===== src/rtl/lsu_pkg.sv =====
// rtl/lsu_pkg.sv - shared width codes, FSM states and size decode for the load/store unit
package lsu_pkg;

   localparam logic [2:0] F3_B  = 3'b000;
   localparam logic [2:0] F3_H  = 3'b001;
   localparam logic [2:0] F3_W  = 3'b010;
   localparam logic [2:0] F3_BU = 3'b100;
   localparam logic [2:0] F3_HU = 3'b101;

   typedef enum logic [1:0] {
      ST_IDLE  = 2'd0,
      ST_BEAT0 = 2'd1,
      ST_BEAT1 = 2'd2,
      ST_RESP  = 2'd3
   } lsu_state_t;

   // Illegal codes fall through to 4; they are rejected before any beat is issued.
   function automatic logic [2:0] size_from_funct3(input logic [2:0] funct3);
      case (funct3)
         F3_B, F3_BU: return 3'd1;
         F3_H, F3_HU: return 3'd2;
         default:     return 3'd4;
      endcase
   endfunction

endpackage


===== src/rtl/lsu_load_align.sv =====
// rtl/lsu_load_align.sv - selects load bytes from the assembly register and sign/zero extends them
module lsu_load_align
   import lsu_pkg::*;
(
   input  logic [63:0] asm_i,
   input  logic [1:0]  off_i,
   input  logic [2:0]  funct3_i,
   output logic [31:0] data_o
);

   logic [31:0] win;

   always_comb begin
      win = 32'(asm_i >> {off_i, 3'b000});
      case (funct3_i)
         F3_B:    data_o = {{24{win[7]}}, win[7:0]};
         F3_H:    data_o = {{16{win[15]}}, win[15:0]};
         F3_W:    data_o = win;
         F3_BU:   data_o = {24'd0, win[7:0]};
         F3_HU:   data_o = {16'd0, win[15:0]};
         default: data_o = 32'd0;
      endcase
   end

endmodule


===== src/rtl/lsu_mem_if.sv =====
// rtl/lsu_mem_if.sv - single-outstanding load/store initiator issuing word-aligned, possibly split, beats
module lsu_mem_if
   import lsu_pkg::*;
#(
   parameter int unsigned ADDR_MAX = 4095
) (
   input  logic        clk,
   input  logic        rst,
   input  logic        req_valid_i,
   output logic        req_ready_o,
   input  logic        req_we_i,
   input  logic [2:0]  req_funct3_i,
   input  logic [31:0] req_addr_i,
   input  logic [31:0] req_wdata_i,
   output logic        resp_valid_o,
   output logic [31:0] resp_rdata_o,
   output logic        resp_err_o,
   output logic [31:0] mem_addr_o,
   output logic        mem_wr_en_o,
   output logic [31:0] mem_wr_data_o,
   output logic [3:0]  mem_byte_en_o,
   input  logic [31:0] mem_rd_data_i
);

   lsu_state_t  state_q, state_d;
   logic        we_q, we_d;
   logic [2:0]  funct3_q, funct3_d;
   logic [31:0] addr_q, addr_d;
   logic [31:0] wdata_q, wdata_d;
   logic        err_q, err_d;
   logic [63:0] asm_q, asm_d;

   logic [2:0]  req_size;
   logic [32:0] req_last;
   logic        req_err;
   logic [2:0]  size;
   logic [1:0]  off;
   logic [3:0]  size_mask;
   logic [31:0] wdata_mask;
   logic [7:0]  en_pos;
   logic [63:0] wdata_pos;
   logic        split;
   logic [31:0] word_addr;
   logic [31:0] align_data;

   always_comb begin
      req_size = size_from_funct3(req_funct3_i);
      req_last = {1'b0, req_addr_i} + 33'(req_size) - 33'd1;
      req_err  = (req_funct3_i == 3'b011) || (req_funct3_i == 3'b110) ||
                 (req_funct3_i == 3'b111) || (req_we_i && req_funct3_i[2]) ||
                 (req_last > 33'(ADDR_MAX));
   end

   // Beat lanes and data come from a 64-bit window: low half is BEAT0, high half BEAT1.
   always_comb begin
      size = size_from_funct3(funct3_q);
      off  = addr_q[1:0];
      case (size)
         3'd1:    begin size_mask = 4'b0001; wdata_mask = 32'h0000_00FF; end
         3'd2:    begin size_mask = 4'b0011; wdata_mask = 32'h0000_FFFF; end
         default: begin size_mask = 4'b1111; wdata_mask = 32'hFFFF_FFFF; end
      endcase
      en_pos    = {4'b0000, size_mask} << off;
      wdata_pos = {32'd0, wdata_q & wdata_mask} << {off, 3'b000};
      split     = |en_pos[7:4];
      word_addr = {addr_q[31:2], 2'b00};
   end

   always_comb begin
      mem_addr_o    = 32'd0;
      mem_wr_en_o   = 1'b0;
      mem_wr_data_o = 32'd0;
      mem_byte_en_o = 4'b0000;
      if (state_q == ST_BEAT0) begin
         mem_addr_o    = word_addr;
         mem_byte_en_o = en_pos[3:0];
         mem_wr_en_o   = we_q;
         mem_wr_data_o = we_q ? wdata_pos[31:0] : 32'd0;
      end else if (state_q == ST_BEAT1) begin
         mem_addr_o    = word_addr + 32'd4;
         mem_byte_en_o = en_pos[7:4];
         mem_wr_en_o   = we_q;
         mem_wr_data_o = we_q ? wdata_pos[63:32] : 32'd0;
      end
   end

   always_comb begin
      state_d  = state_q;
      we_d     = we_q;
      funct3_d = funct3_q;
      addr_d   = addr_q;
      wdata_d  = wdata_q;
      err_d    = err_q;
      asm_d    = asm_q;
      case (state_q)
         ST_IDLE: begin
            if (req_valid_i) begin
               we_d     = req_we_i;
               funct3_d = req_funct3_i;
               addr_d   = req_addr_i;
               wdata_d  = req_wdata_i;
               err_d    = req_err;
               asm_d    = 64'd0;
               state_d  = req_err ? ST_RESP : ST_BEAT0;
            end
         end
         ST_BEAT0: begin
            for (int k = 0; k < 4; k++) begin
               if (!we_q && en_pos[k]) asm_d[8*k +: 8] = mem_rd_data_i[8*k +: 8];
            end
            state_d = split ? ST_BEAT1 : ST_RESP;
         end
         ST_BEAT1: begin
            for (int k = 0; k < 4; k++) begin
               if (!we_q && en_pos[4+k]) asm_d[8*(k+4) +: 8] = mem_rd_data_i[8*k +: 8];
            end
            state_d = ST_RESP;
         end
         default: state_d = ST_IDLE;
      endcase
   end

   always_ff @(posedge clk) begin
      if (rst) begin
         state_q  <= ST_IDLE;
         we_q     <= 1'b0;
         funct3_q <= 3'd0;
         addr_q   <= 32'd0;
         wdata_q  <= 32'd0;
         err_q    <= 1'b0;
         asm_q    <= 64'd0;
      end else begin
         state_q  <= state_d;
         we_q     <= we_d;
         funct3_q <= funct3_d;
         addr_q   <= addr_d;
         wdata_q  <= wdata_d;
         err_q    <= err_d;
         asm_q    <= asm_d;
      end
   end

   lsu_load_align u_load_align (
      .asm_i    (asm_q),
      .off_i    (off),
      .funct3_i (funct3_q),
      .data_o   (align_data)
   );

   assign req_ready_o  = (state_q == ST_IDLE);
   assign resp_valid_o = (state_q == ST_RESP);
   assign resp_err_o   = (state_q == ST_RESP) && err_q;
   assign resp_rdata_o = ((state_q == ST_RESP) && !err_q && !we_q) ? align_data : 32'd0;

endmodule

===== config.mk =====
export PLATFORM = sky130hd
export DESIGN_NAME = lsu_mem_if
export DESIGN_NICKNAME = d
export VERILOG_FILES = /design/src/rtl/lsu_pkg.sv /design/src/rtl/lsu_load_align.sv /design/src/rtl/lsu_mem_if.sv
export SDC_FILE = /design/constraint.sdc
export NUM_CORES = 1
export LEC_CHECK = 0
export ABC_CLOCK_PERIOD_IN_PS = 3400
export BUFFER_PORTS_ARGS = -buffer_cell sky130_fd_sc_hd__buf_4
export CAP_MARGIN = 15
export CORE_UTILIZATION = 56
export DETAILED_ROUTE_END_ITERATION = 7
export PLACE_DENSITY = 0.87
export SYNTH_ARGS = -nofsm -noshare
export SYNTH_HDL_FRONTEND = slang
export SYNTH_SLANG_ARGS = --single-unit

===== constraint.sdc =====
create_clock -name clk -period 3.4 [get_ports clk]
set_clock_uncertainty 0.15 [all_clocks]
set_input_delay 0.17 -clock clk [delete_from_list [all_inputs] [get_ports clk]]
set_output_delay 0.17 -clock clk [all_outputs]
set_load 0.01 [all_outputs]

==> results.txt <==
----------------------------------------------------
[Logic synthesis]
  Asr flop ratio synth ... 0
  Mean cell area of the mapped netlist ... 7.06 sq um
  Count of flip-flops with a built-in enable after synthesis ... 0
  Share of synthesized area occupied by flip-flops and latches ... 0.272
  Post-synthesis instance total ... 1325
  Cell area after synthesis ... 9360 sq um
  Warning count from the yosys run ... 0
  Distinct cell type count of the synthesized netlist ... 67
  Post-synthesis register bit count ... 127
  Top flip-flop cell by instance count after synthesis ... dfxtp_1

[Power and ir drop]
  Total chip power ... 6.55 mW
  Leakage power total ... 4.98 nW
  Power per Cell Area ... 519 nW/um^2
  Worst IR drop on VDD ... 0.000408 V

[Worst setup path]
  Reg2Reg Setup Slack ... 0.70 ns
  Data required time of the worst path ... 3.08 ns
  Delay-heaviest family, CP ... simple AND/OR/NAND/NOR gates
  Type of the worst setup path ... reg2out
  Critical Path End Type ... output pin
  Arrival time of the worst setup path ... 2.96 ns
  Worst Path Max Fanout ... 5
  Cell at the slowest stage of the critical path ... or3_4
  Worst Setup Start Kind ... flip-flop
  FF-to-FF End ... asm_q[35]
  CP max stage delay ... 0.42 ns
  Launching point of the worst reg2reg path ... addr_q[0]
  Worst Reg-to-Reg Cells ... 6
  Buf+Inv Stages, Crit Path ... 3
  Cell-by-cell trace of the critical path ... inv_1 > ha_1 > and4b_2 > nand2_1 > nor2_4 > and2_4 > inv_2 > or3_4 > or3_1 > a21oi_1 > buf_4

[Global route]
  Pin count of the biggest net entering global routing ... 91
  Vias in the first global route ... 10500
  GR Overflow Total ... 0
  First-pass GRT wire length ... 53500 microns
  Global Route Usage Sum ... 0.384
  Number of antenna violations at the first check in global routing ... 0

[Clock tree]
  Number of levels the H-tree was split into ... 4
  Clock latency at the later pin of the worst-skew pair ... 0.42 ns
  Clock-pin transition on the worst setup and hold timing paths ... 0.06 ns
  Number of buffers created by CTS ... 17
  Clk sinks ... 127
  Buffer type at the clock tree root ... clkbuf_16
  Buffers from clock root to sink, at most ... 2
  CTS tree ... yes

[STA]
  Crit share post-route ... 0.965
  Peak Freq ... 305 MHz
  Total of endpoints with negative setup slack in the final report ... 0
  Tightest Pin Transition ... 0.980 ns
  Final Critical Period ... 3.28 ns
  Number of endpoints with negative hold slack in the final report ... 0
  Rel. slew slack ... 0.347
  Max Transition Viols Final ... 0

[Finish]
  Leading cell types in the layout, fill and taps excluded ... 306 x nand2_1, 228 x buf_4, 176 x a21oi_1
  Number of nets in the finished design ... 1728
  Number of fill cells ... 1083
  Most common cell after layout, fill and taps aside ... nand2_1
  N_diodes ... 0
  Share of layout cells above drive strength 1 ... 0.203
  Final instance count without filler cells ... 1813
  Area growth syn-to-layout ... 34.8%

[Drt]
  Number of iterations in the first detailed-routing pass ... 8
  Final wirelength ... 33800 microns
  Detailed router's first-iteration violation count ... 1540
  Antenna violation net count after detailed routing ... 0
  Routed wire length per instance ... 18.7 microns
  Vias ... 11300
  Drt drc ... 7
  Average via count per standard cell ... 6.22

[Placed design]
  Total of buffers placed on input and output ports ... 204
  Post-Place Cells ... 1682
  HPWL Detailed ... 22400 microns
  Routability cong. ... 0.943

[Die]
  Die Area ... 17200 sq um
  Chip width ... 131 microns
  Std cell rows ... 46
  Vertical die dimension ... 131 microns
  Core Area ... 16100 sq um
  Initial standard-cell utilization of the core ... 0.581
  Number of ports placed on the die boundary ... 207

[Min path]
  Path class of the lowest-slack min-delay path ... in2reg
  Hold-critical path depth ... 4
  Destination of the worst hold path ... state_q[1]
  Worst Min Path Start ... req_valid_i

[Status]
  Failing checks ... DRC
  Outcome ... finished with violations

[Job]
  Maximum Capacitance Violations ... 0

----------------------------------------------------
[layer usage]
metal	GRT usage	wire, microns	share of wire
met1	0.467	12700	0.38
met2	0.645	16200	0.48
met3	0.0667	3270	0.096
met4	0.206	1680	0.050
met5	0	0	0
[report_power, final]
group / internal, mW / total (mW) / switching (mW)
logic: 1.01 / 2.82 / 1.81
clock network: 0.961 / 1.73 / 0.773
registers: 1.72 / 2.00 / 0.282
total: 3.68 / 6.55 / 2.87
[state kept, by name, summed over array words and instances (netlist names)]
| name | count |
|---|---|
| asm_q | 56 |
| addr_q | 32 |
| wdata_q | 32 |
| funct3_q | 3 |
| state_q | 2 |
| err_q | 1 |
| we_q | 1 |
[synthesized netlist by cell type (all sizes together) (3+ instances only)]
cell     number  area share
o211ai        4      0.0032
o2111ai       4      0.0037
xor2         20       0.019
dfxtp       127        0.27
o21a          6      0.0048
nand2b        5      0.0033
nand4        14      0.0094
buf          18      0.0099
and4          3      0.0028
or3          10      0.0067
nor2b        13      0.0087
nand3        46       0.025
mux4         29       0.070
xnor2         9      0.0084
nand2       307        0.12
mux2i        14       0.015
mux2          9       0.011
o21bai        5      0.0040
a2bb2oi       3      0.0028
inv          56       0.022
and3          6      0.0040
a211oi       10      0.0086
nor3         13      0.0070
nor2        123       0.049
a21oi       178       0.096
a31oi         5      0.0040
ha           39       0.052
clkbuf       71       0.028
and2          6      0.0040
a21o          4      0.0032
nor4          6      0.0063
o21ai        79       0.042
o31ai         3      0.0024
a22oi        51       0.041
[cell type report]
cell class | instances | area, sq um | area share
Multi-Input combinational cell | 1054 | 6310 | 0.500
Timing Repair Buffer | 329 | 2730 | 0.217
Sequential cell | 127 | 2550 | 0.202
Clock buffer | 18 | 439 | 0.0348
Tap cell | 216 | 270 | 0.0214
Inverter | 56 | 210 | 0.0167
Clock inverter | 13 | 106 | 0.00843
[worst min-delay path, stage by stage]
cell and delay, ns:
buf_4 0.13, nand2b_1 0.08, nor4_2 0.05, nor3_1 0.12
[cell families (layout without fill, tap and decap cells)]
group	Yosys count	in the layout	share of synthesized area
xor gates and xnor gates	29	29	0.0271
adders and majority gates	40	40	0.0543
buffers and inverters	145	416	0.0608
muxes	52	52	0.0956
other	1	2	0.000401
AOI/OAI and AO/OA	369	369	0.232
DFF	127	127	0.272
and+or+nand+nor	562	562	0.258
[how the worst max path moves through the flow]
stage	from	endpoint	cells past startpoint
floorplan	req_funct3_i[1]	err_q	15
global placement	req_funct3_i[1]	state_q[1]	16
detailed placement	req_funct3_i[1]	state_q[1]	16
CTS	state_q[1]	mem_addr_o[26]	11
global route	req_addr_i[12]	err_q	13
finish	state_q[1]	mem_addr_o[26]	11
[per-stage QoR]
stage	setup TNS (ns)	hold WS [ns]	worst slack, ns	cell area, sq um	util
detailed placement	-0.321	0.277	-0.183	11000	0.684
finish	0	0.0320	0.119	12600	0.783
global route	-0.0228	0.0738	-0.0228	12600	0.783
CTS	0	0.0210	0.0287	12600	0.780
global placement	-0.132	0.268	-0.0694	11000	0.684
floorplan	0	0.156	0.369	9360	-
[repair_timing]
action                                  in CTS  in global routing
hold buffers                               100                  0
setup buffers                                0                  0
resized for setup                            3                 12
pin swaps                                    0                  3
endpoints found under the hold margin      124                  0
endpoints found under the setup margin       2                  7
Power figures use the tool's default switching activity.
